--- config.mk ---
export PLATFORM = sky130hd
export DESIGN_NAME = change_dispenser
export DESIGN_NICKNAME = d
export VERILOG_FILES = /design/src/rtl/water_dispenser_pkg.sv /design/src/rtl/coin_selector.sv /design/src/rtl/change_dispenser.sv
export SDC_FILE = /design/constraint.sdc
export NUM_CORES = 1
export LEC_CHECK = 0
export BUFFER_PORTS_ARGS = -buffer_cell sky130_fd_sc_hd__buf_2
export CAP_MARGIN = 20
export CORE_ASPECT_RATIO = 1.1
export CORE_UTILIZATION = 60
export CTS_BUF_LIST = sky130_fd_sc_hd__clkbuf_2
export DETAILED_ROUTE_END_ITERATION = 7
export GPL_TIMING_DRIVEN = 0
export PLACE_DENSITY = 0.78
export SLEW_MARGIN = 20
export SYNTH_ARGS = -nofsm -noshare
export SYNTH_HDL_FRONTEND = slang
export SYNTH_HIERARCHICAL = 1
export SYNTH_SLANG_ARGS = --single-unit
export TNS_END_PERCENT = 100
--- constraint.sdc ---
create_clock -name clock -period 7.2 [get_ports clock]
set_input_delay 1.08 -clock clock [delete_from_list [all_inputs] [get_ports clock]]
set_output_delay 1.08 -clock clock [all_outputs]
set_load 0.1 [all_outputs]
--- src/rtl/water_dispenser_pkg.sv ---
// Shared definitions for the water dispenser payout path: coin table and FSM states.
package water_dispenser_pkg;

   localparam int unsigned COIN_COUNT = 6;

   typedef enum logic [2:0] {
      IDLE,
      SELECT,
      EMIT,
      DONE,
      FAULT
   } state_t;

   // Coin value in cents by denomination index; indices 6 and 7 are unused.
   function automatic logic [7:0] coin_value(input logic [2:0] idx);
      case (idx)
         3'd0:    coin_value = 8'd1;
         3'd1:    coin_value = 8'd5;
         3'd2:    coin_value = 8'd10;
         3'd3:    coin_value = 8'd25;
         3'd4:    coin_value = 8'd50;
         3'd5:    coin_value = 8'd100;
         default: coin_value = 8'd0;
      endcase
   endfunction

endpackage

--- src/rtl/coin_selector.sv ---
// Combinational greedy pick: largest denomination that fits the remaining amount and is in stock.
module coin_selector
   import water_dispenser_pkg::*;
#(
   parameter int unsigned AMOUNT_WIDTH = 16,
   parameter int unsigned STOCK_WIDTH  = 8
) (
   input  logic [AMOUNT_WIDTH-1:0] remaining,
   input  logic [STOCK_WIDTH-1:0]  stock [COIN_COUNT],
   output logic                    hit,
   output logic [2:0]              index
);

   logic [AMOUNT_WIDTH-1:0] value;

   // Ascending scan, so the last qualifying entry (largest value) wins.
   always_comb begin
      hit   = 1'b0;
      index = '0;
      value = '0;
      for (int unsigned i = 0; i < COIN_COUNT; i++) begin
         value = AMOUNT_WIDTH'(coin_value(3'(i)));
         if ((value <= remaining) && (stock[i] != '0)) begin
            hit   = 1'b1;
            index = 3'(i);
         end
      end
   end

endmodule

--- src/rtl/change_dispenser.sv ---
// Payout FSM: pays a change amount one coin at a time over valid/ready, limited by per-coin stock.
module change_dispenser
   import water_dispenser_pkg::*;
#(
   parameter int unsigned AMOUNT_WIDTH  = 16,
   parameter int unsigned STOCK_WIDTH   = 8,
   parameter int unsigned INITIAL_STOCK = 8
) (
   input  logic                    clock,
   input  logic                    reset,
   input  logic                    start,
   input  logic [AMOUNT_WIDTH-1:0] amount,
   input  logic                    cancel,
   input  logic                    refill,
   input  logic                    coin_ready,
   output logic                    coin_valid,
   output logic [2:0]              coin_index,
   output logic [AMOUNT_WIDTH-1:0] remaining,
   output logic                    busy,
   output logic                    done,
   output logic                    fault
);

   state_t                  state;
   logic [STOCK_WIDTH-1:0]  stock [COIN_COUNT];
   logic                    sel_hit;
   logic [2:0]              sel_index;
   logic [AMOUNT_WIDTH-1:0] emit_value;
   logic [AMOUNT_WIDTH-1:0] next_remaining;

   coin_selector #(
      .AMOUNT_WIDTH(AMOUNT_WIDTH),
      .STOCK_WIDTH (STOCK_WIDTH)
   ) u_coin_selector (
      .remaining(remaining),
      .stock    (stock),
      .hit      (sel_hit),
      .index    (sel_index)
   );

   always_comb begin
      emit_value     = AMOUNT_WIDTH'(coin_value(coin_index));
      next_remaining = remaining - emit_value;
   end

   always_ff @(posedge clock or negedge reset) begin
      if (!reset) begin
         state      <= IDLE;
         remaining  <= '0;
         coin_valid <= 1'b0;
         coin_index <= '0;
         busy       <= 1'b0;
         done       <= 1'b0;
         fault      <= 1'b0;
         for (int unsigned i = 0; i < COIN_COUNT; i++) stock[i] <= STOCK_WIDTH'(INITIAL_STOCK);
      end else begin
         done <= 1'b0;
         case (state)
            IDLE: begin
               if (start) begin
                  remaining <= amount;
                  busy      <= 1'b1;
                  if (amount == '0) begin
                     state <= DONE;
                     done  <= 1'b1;
                  end else begin
                     state <= SELECT;
                  end
               end else if (refill) begin
                  for (int unsigned i = 0; i < COIN_COUNT; i++) stock[i] <= STOCK_WIDTH'(INITIAL_STOCK);
               end
            end
            SELECT: begin
               if (cancel) begin
                  state     <= IDLE;
                  remaining <= '0;
                  busy      <= 1'b0;
               end else if (sel_hit) begin
                  state      <= EMIT;
                  coin_index <= sel_index;
                  coin_valid <= 1'b1;
               end else begin
                  state <= FAULT;
                  fault <= 1'b1;
               end
            end
            EMIT: begin
               // cancel beats a simultaneous coin_ready: the coin is not counted
               if (cancel) begin
                  state      <= IDLE;
                  remaining  <= '0;
                  coin_valid <= 1'b0;
                  busy       <= 1'b0;
               end else if (coin_ready) begin
                  coin_valid <= 1'b0;
                  remaining  <= next_remaining;
                  if (stock[coin_index] != '0) stock[coin_index] <= stock[coin_index] - 1'b1;
                  if (next_remaining == '0) begin
                     state <= DONE;
                     done  <= 1'b1;
                  end else begin
                     state <= SELECT;
                  end
               end
            end
            DONE: begin
               state <= IDLE;
               busy  <= 1'b0;
            end
            FAULT: begin
               if (cancel) begin
                  state     <= IDLE;
                  remaining <= '0;
                  fault     <= 1'b0;
                  busy      <= 1'b0;
               end else if (refill) begin
                  state <= SELECT;
                  fault <= 1'b0;
                  for (int unsigned i = 0; i < COIN_COUNT; i++) stock[i] <= STOCK_WIDTH'(INITIAL_STOCK);
               end
            end
            default: begin
               state <= IDLE;
               busy  <= 1'b0;
            end
         endcase
      end
   end

endmodule

==> flow_summary.yaml, run 1 <==
pwr:
  p_leak_nw: 2.290
  p_seq_frac: 0.241
  ir_drop_mv: 0.3574
  comb_power_share: 0.631
  p_int_mw: 1.179
  power.density_nw_per_um2: 505.3
  switchingPower_mw: 1.478
  switching_share: 0.5562
  clkPwrFrac: 0.128
route:
  via_per_inst: 6.783
  antenna_left: 0
  drt_wl_total_um: 13920
  wl_per_cell_um: 21.26
  vias: 4443
  drc: 0
  dr.pass1.iters: 7
  drt_iter0_drc: 500
timing:
  finalWorstSetupSlack_ps: 3260
  fin_crit_sh: 0.5473
  worstMarginPinSlew_ps: 961.3
  setup_tns_ps: 0
  period_needed_ps: 3940
  finalMaxSlewViolations: 0
  skew_ps: 29.84
  fmax_ghz: 0.2538
  relSlewSlack: 0.3542
  hold_viol: 0
  rsz0062_at_grt: "no"
  setup-violations-final: 0
yosys:
  avgSynthCellArea_sq_um: 9.580
  synth_top_area_cell: "dfrtp_1"
  synth.distinct_cells: 76
  ys.flop_type: "dfrtp_1"
  ys_ff_latch: 74
  seq_area_frac_synth: 0.3969
  synth_top_area_frac: 0.3632
  syn-cell-area_sq_um: 4684
  async_reset_ff_frac: 1.000
  synth_nets: 521
  synth_area_leaders: "dfrtp_1, a22o_1, o21ai_0"
  yosysWarnings: 6
  synth_edf_count: 0
  syn_inst: 489
global_routing:
  antenna_found_initial: 0
  grt_pass1_vias: 4150
  gr-total-overflow: 0
  grt_usage: 0.3603
  grt_max_degree: 50
  grt_pass1_wl_um: 22020
clock_network:
  cts.htree.levels: 3
  cts.clk_slew.worst_paths_ps: 220
  cts_resized: 0
  post_cts_buffers: 0
  cts_buffers: 9
  cts_tree: "yes"
  cts_hold_buf: 0
  clock_sinks: 74
  clock_latency_ps: 550
  clock_path_buffers: 2
  clockRootBuffer: "clkbuf_2"
layout:
  layout.nets: 577
  layout_commonest_cell: "dfrtp_1"
  drive_gt1_frac: 0.2036
  n_antenna_cell: 0
  area_delta_synth_final_pct: 12.26
  most-common-layout-cells: "dfrtp_1, nor2_1, buf_2, o21ai_0, a22o_1"
  stdcell_count: 655
  fin_area_sq_um: 5259
setup_path:
  arrival_ps: 4420
  ff2ff_setup_slack_ps: 3260
  cp-end-kind: "flip-flop"
  crit_type: "flip-flop to flip-flop"
  r2r_end: "state[1]"
  required_ps: 7680
  r2r_cells: 12
  rr_startpoint: "coin_index[2]"
  crit_path_start_kind: "flip-flop"
  worstPathMaxFanout: 10
die:
  die_h_um: 94.67
  num_io_pins: 45
  initial_core_util: 0.6234
  core_sq_um: 7515
  fp.dieW_um: 86.25
  fp.dieArea_sq_um: 8165
  fp-row-count: 33
placed_design:
  dp.cells: 639
  place_worst_setup_slack_ps: 3062
  port_buffers: 44
  gp_congestion: 1.006
  place_area_sq_um: 5066
  dp_hpwl_um: 10240
outcome:
  status: "completed"
job:
  maxCapViolations: 0
worst_hold_path:
  hold_path_class: "input pin to asynchronous set/reset pin"
## cell families (layout without fill, tap and decap cells)
group	Yosys count	count (layout)	share of synthesized area
xor gates and xnor gates	8	8	0.01496
adders and majority gates	10	10	0.02831
and+or+nand+nor	159	159	0.1835
AOI/OAI and AO/OA	173	173	0.2714
muxes	26	26	0.06597
buffers and inverters	39	100	0.03899
DFF	74	74	0.3969
## synthesized netlist by cell type, types with 8 or more instances
master and n:
o2bb2ai_1 8, inv_1 17, nand2b_1 8, nand2_1 27
a21oi_1 21, o21ai_0 39, nor2_1 48, mux2i_1 14
dfrtp_1 68, nor4_1 20, a22oi_1 9, ha_1 9
nor3_1 15, clkbuf_1 11, a22o_1 33, nand3_1 9
## flip-flops by register name, indices dropped and copies added, names as in the netlist
register / cells
stock: 48
remaining: 16
coin_index: 3
state: 3
busy: 1
coin_valid: 1
done: 1
fault: 1
## worst max-delay path, cell delays in order, from the launching register on
cell and delay [ps]:
dfrtp_1 530, buf_2 240, a21oi_1 260, ha_1 210, inv_1 50, fa_1 480, or4b_2 680, nor4_1 310
o221ai_1 170, nor3_1 190, o211ai_1 170, o41a_1 460, o22ai_1 120
## metal layers
layer / wire [um] / up-vias / track usage
met5: 0 / - / 0
met2: 6501 / 277 / 0.5880
li1: - / 1987 / -
met4: 779 / 0 / 0.2056
met3: 1046 / 54 / 0.05507
met1: 5596 / 2125 / 0.4562
## layout make-up
type / instances / area (sq um)
Buffer: 19 / 105.1
Fill cell: 617 / 2256
Clock inverter: 7 / 140.1
Clock buffer: 9 / 45.04
Inverter: 20 / 77.57
Timing Repair Buffer: 45 / 250.2
Tap cell: 105 / 131.4
Sequential cell: 74 / 1859
Multi-Input combinational cell: 376 / 2650
## power groups by stage
stage	logic, mW	clock network, mW	registers (mW)
after CTS	1.65	0.344	0.633
final	1.68	0.340	0.639
after floorplan	0.923	0	0.977
after detailed placement	1.63	0	0.639
after global routing	1.79	0.362	0.648
after global placement	1.61	0	0.638
## worst max path at each step
stage / end / cells after the start / slack (ps) / startpoint
after detailed placement: stock[33] / 7 / 3060 / cancel
final: state[1] / 12 / 3260 / coin_index[2]
after global routing: state[1] / 12 / 3050 / coin_index[2]
after global placement: stock[25] / 7 / 3130 / cancel
after floorplan: state[1] / 12 / 3220 / coin_index[1]
after CTS: state[1] / 12 / 3300 / coin_index[2]
## stage by stage
stage                 util  hold WS [ps]  total power [mW]
finish              0.6998         401.8             2.657
global route        0.6998         393.4             2.799
CTS                 0.6988         397.5             2.623
detailed placement  0.6742         474.4             2.273
global placement    0.6702         473.3             2.247
floorplan                -         472.4             1.900
Power figures use the tool's default switching activity.
==> run 2: changes to the inputs <==
--- a/config.mk
+++ b/config.mk
@@ -8,11 +8,11 @@
 export BUFFER_PORTS_ARGS = -buffer_cell sky130_fd_sc_hd__buf_2
 export CAP_MARGIN = 20
 export CORE_ASPECT_RATIO = 1.1
-export CORE_UTILIZATION = 60
+export CORE_UTILIZATION = 56
 export CTS_BUF_LIST = sky130_fd_sc_hd__clkbuf_2
 export DETAILED_ROUTE_END_ITERATION = 7
 export GPL_TIMING_DRIVEN = 0
-export PLACE_DENSITY = 0.78
+export PLACE_DENSITY = 0.76
 export SLEW_MARGIN = 20
 export SYNTH_ARGS = -nofsm -noshare
 export SYNTH_HDL_FRONTEND = slang
==> constraint.sdc (replaced) <==
create_clock -name clock -period 3.55 [get_ports clock]
set_input_delay 0.5325 -clock clock [delete_from_list [all_inputs] [get_ports clock]]
set_output_delay 0.5325 -clock clock [all_outputs]
set_load 0.1 [all_outputs]
==> flow_summary.yaml, run 2 (synthesis results as in run 1) <==
outcome:
  status: "completed"
setup_path:
  worstPathMaxFanout: 6
  cp-end-kind: "flip-flop"
  crit_path_start_kind: "flip-flop"
  required_ps: 4030
  crit_type: "flip-flop to flip-flop"
  arrival_ps: 3940
layout:
  regMostFlops: "stock"
  top_regs: "stock (48), remaining (16)"
  most-common-layout-cells: "dfrtp_1, nor2_1, buf_2, o21ai_0, a22o_1"
  largest_register_ffs: 48
  layout.nets: 585
  stdcell_count: 666
  drive_gt1_frac: 0.2330
  area_delta_synth_final_pct: 14.08
  n_antenna_cell: 0
  layout_commonest_cell: "dfrtp_1"
  fill_cells: 727
placed_design:
  dp.cells: 642
  gp_congestion: 0.9464
  dp_hpwl_um: 10190
  port_buffers: 44
route:
  drc: 0
  wl_per_cell_um: 20.85
  antenna_left: 0
  drt_wl_total_um: 13890
  dr.pass1.iters: 5
  via_per_inst: 6.662
  drt_iter0_drc: 331
  vias: 4437
pwr:
  power.density_nw_per_um2: 1041
  p_leak_nw: 2.310
  ir_drop_mv: 0.9150
  p_total_mw: 5.563
die:
  fp.dieArea_sq_um: 8735
  initial_core_util: 0.5857
  die_h_um: 97.93
  core_sq_um: 7998
  num_io_pins: 45
  fp.dieW_um: 89.21
  fp-row-count: 34
global_routing:
  grt_usage: 0.3411
  grt_pass1_vias: 4335
  grt_pass1_wl_um: 22350
  grt_max_degree: 40
  antenna_found_initial: 0
  gr-total-overflow: 0
timing:
  whs_ps: 231.1
  hold_viol: 0
  relSlewSlack: 0.2622
  finalMaxSlewViolations: 0
  period_needed_ps: 3457
  skew_ps: 46.18
  fmax_ghz: 0.2893
  rsz0062_at_grt: "no"
  worstMarginPinSlew_ps: 1098
  fin_crit_sh: 0.9737
  setup-violations-final: 0
job:
  maxCapViolations: 0
clock_network:
  cts_tree: "yes"
  clock_path_buffers: 2
  cts_buffers: 9
  clock_latency_ps: 590
  cts.clk_slew.worst_paths_ps: 250
  clockRootBuffer: "clkbuf_2"
  clock_sinks: 74
  cts.htree.levels: 3
worst_hold_path:
  hold_path_class: "input pin to flip-flop"
-- run 2: changes by cell type in the layout (fill, tap and decap cells not counted), sizes merged --
cell         change
buf              +7
bufinv           -2
inv              -1
dlygate4sd3      +1
clkinv           +3
-- run 2: worst paths after layout --
| check | slack [ps] | startpoint | end | cells after the start |
|---|---|---|---|---|
| max | 90 | coin_index[2] | state[1] | 11 |
| min reg2reg | 520 | coin_valid | coin_valid | 1 |
| min in group asynchronous | 430 | reset | stock[12] | 2 |
| max in group asynchronous | 2510 | reset | remaining[0] | 3 |
| min | 230 | amount[2] | remaining[2] | 3 |
| max reg2reg | 90 | coin_index[2] | state[1] | 11 |
-- run 2: final cells by class --
| class | count | area, sq um | share of cell area |
|---|---|---|---|
| buffer | 18 | 108.9 | 0.02037 |
| clock buffer | 9 | 45.04 | 0.008429 |
| clock inverter | 7 | 93.84 | 0.01756 |
| inverter | 20 | 87.58 | 0.01639 |
| multi-input combinational | 376 | 2689 | 0.5032 |
| sequential | 74 | 1872 | 0.3503 |
| tap | 108 | 135.1 | 0.02529 |
| timing repair buffer | 54 | 312.8 | 0.05853 |
-- run 2: timing repair --
action / in CTS / in global routing
endpoints found under the setup margin: 8 / 8
pin swaps: 6 / 6
setup buffers: 6 / 2
hold buffers: 1 / 0
hold endpoints to repair: 32 / 0
resized for setup: 10 / 6
-- run 2: through the flow --
step	setup TNS, ps	worst slack, ps	area, sq um	util
floorplan	0	10.17	4705	-
global placement	-614.6	-308.9	5060	0.6327
detailed placement	-931.5	-382.0	5082	0.6355
CTS	0	12.23	5305	0.6633
global route	0	27.20	5344	0.6682
finish	0	93.41	5344	0.6682
-- run 2: where the power goes --
| part | leakage, nW | switching [mW] | internal [mW] |
|---|---|---|---|
| Sequential | 0.968 | 0.253 | 1.04 |
| Clock | 0.0795 | 0.331 | 0.231 |
| Combinational | 1.26 | 2.54 | 1.17 |
| Total | 2.31 | 3.12 | 2.44 |
-- run 2: critical path: stages (launching register included) --
cell and delay, ps:
dfrtp_4 520, buf_4 170, nor2b_4 150, o21ai_2 220, fa_1 500, or4b_4 500, nor4_2 260, o221ai_1 140
nor3_1 180, o211ai_1 190, o41a_1 410, o22ai_1 130
-- run 2: per-layer routing --
layer / up-vias / part of all wire / GRT usage
li1: 2008 / - / -
met1: 2131 / 0.41 / 0.4307
met2: 240 / 0.48 / 0.5473
met3: 58 / 0.065 / 0.05495
met4: 0 / 0.048 / 0.1941
met5: - / 0 / 0
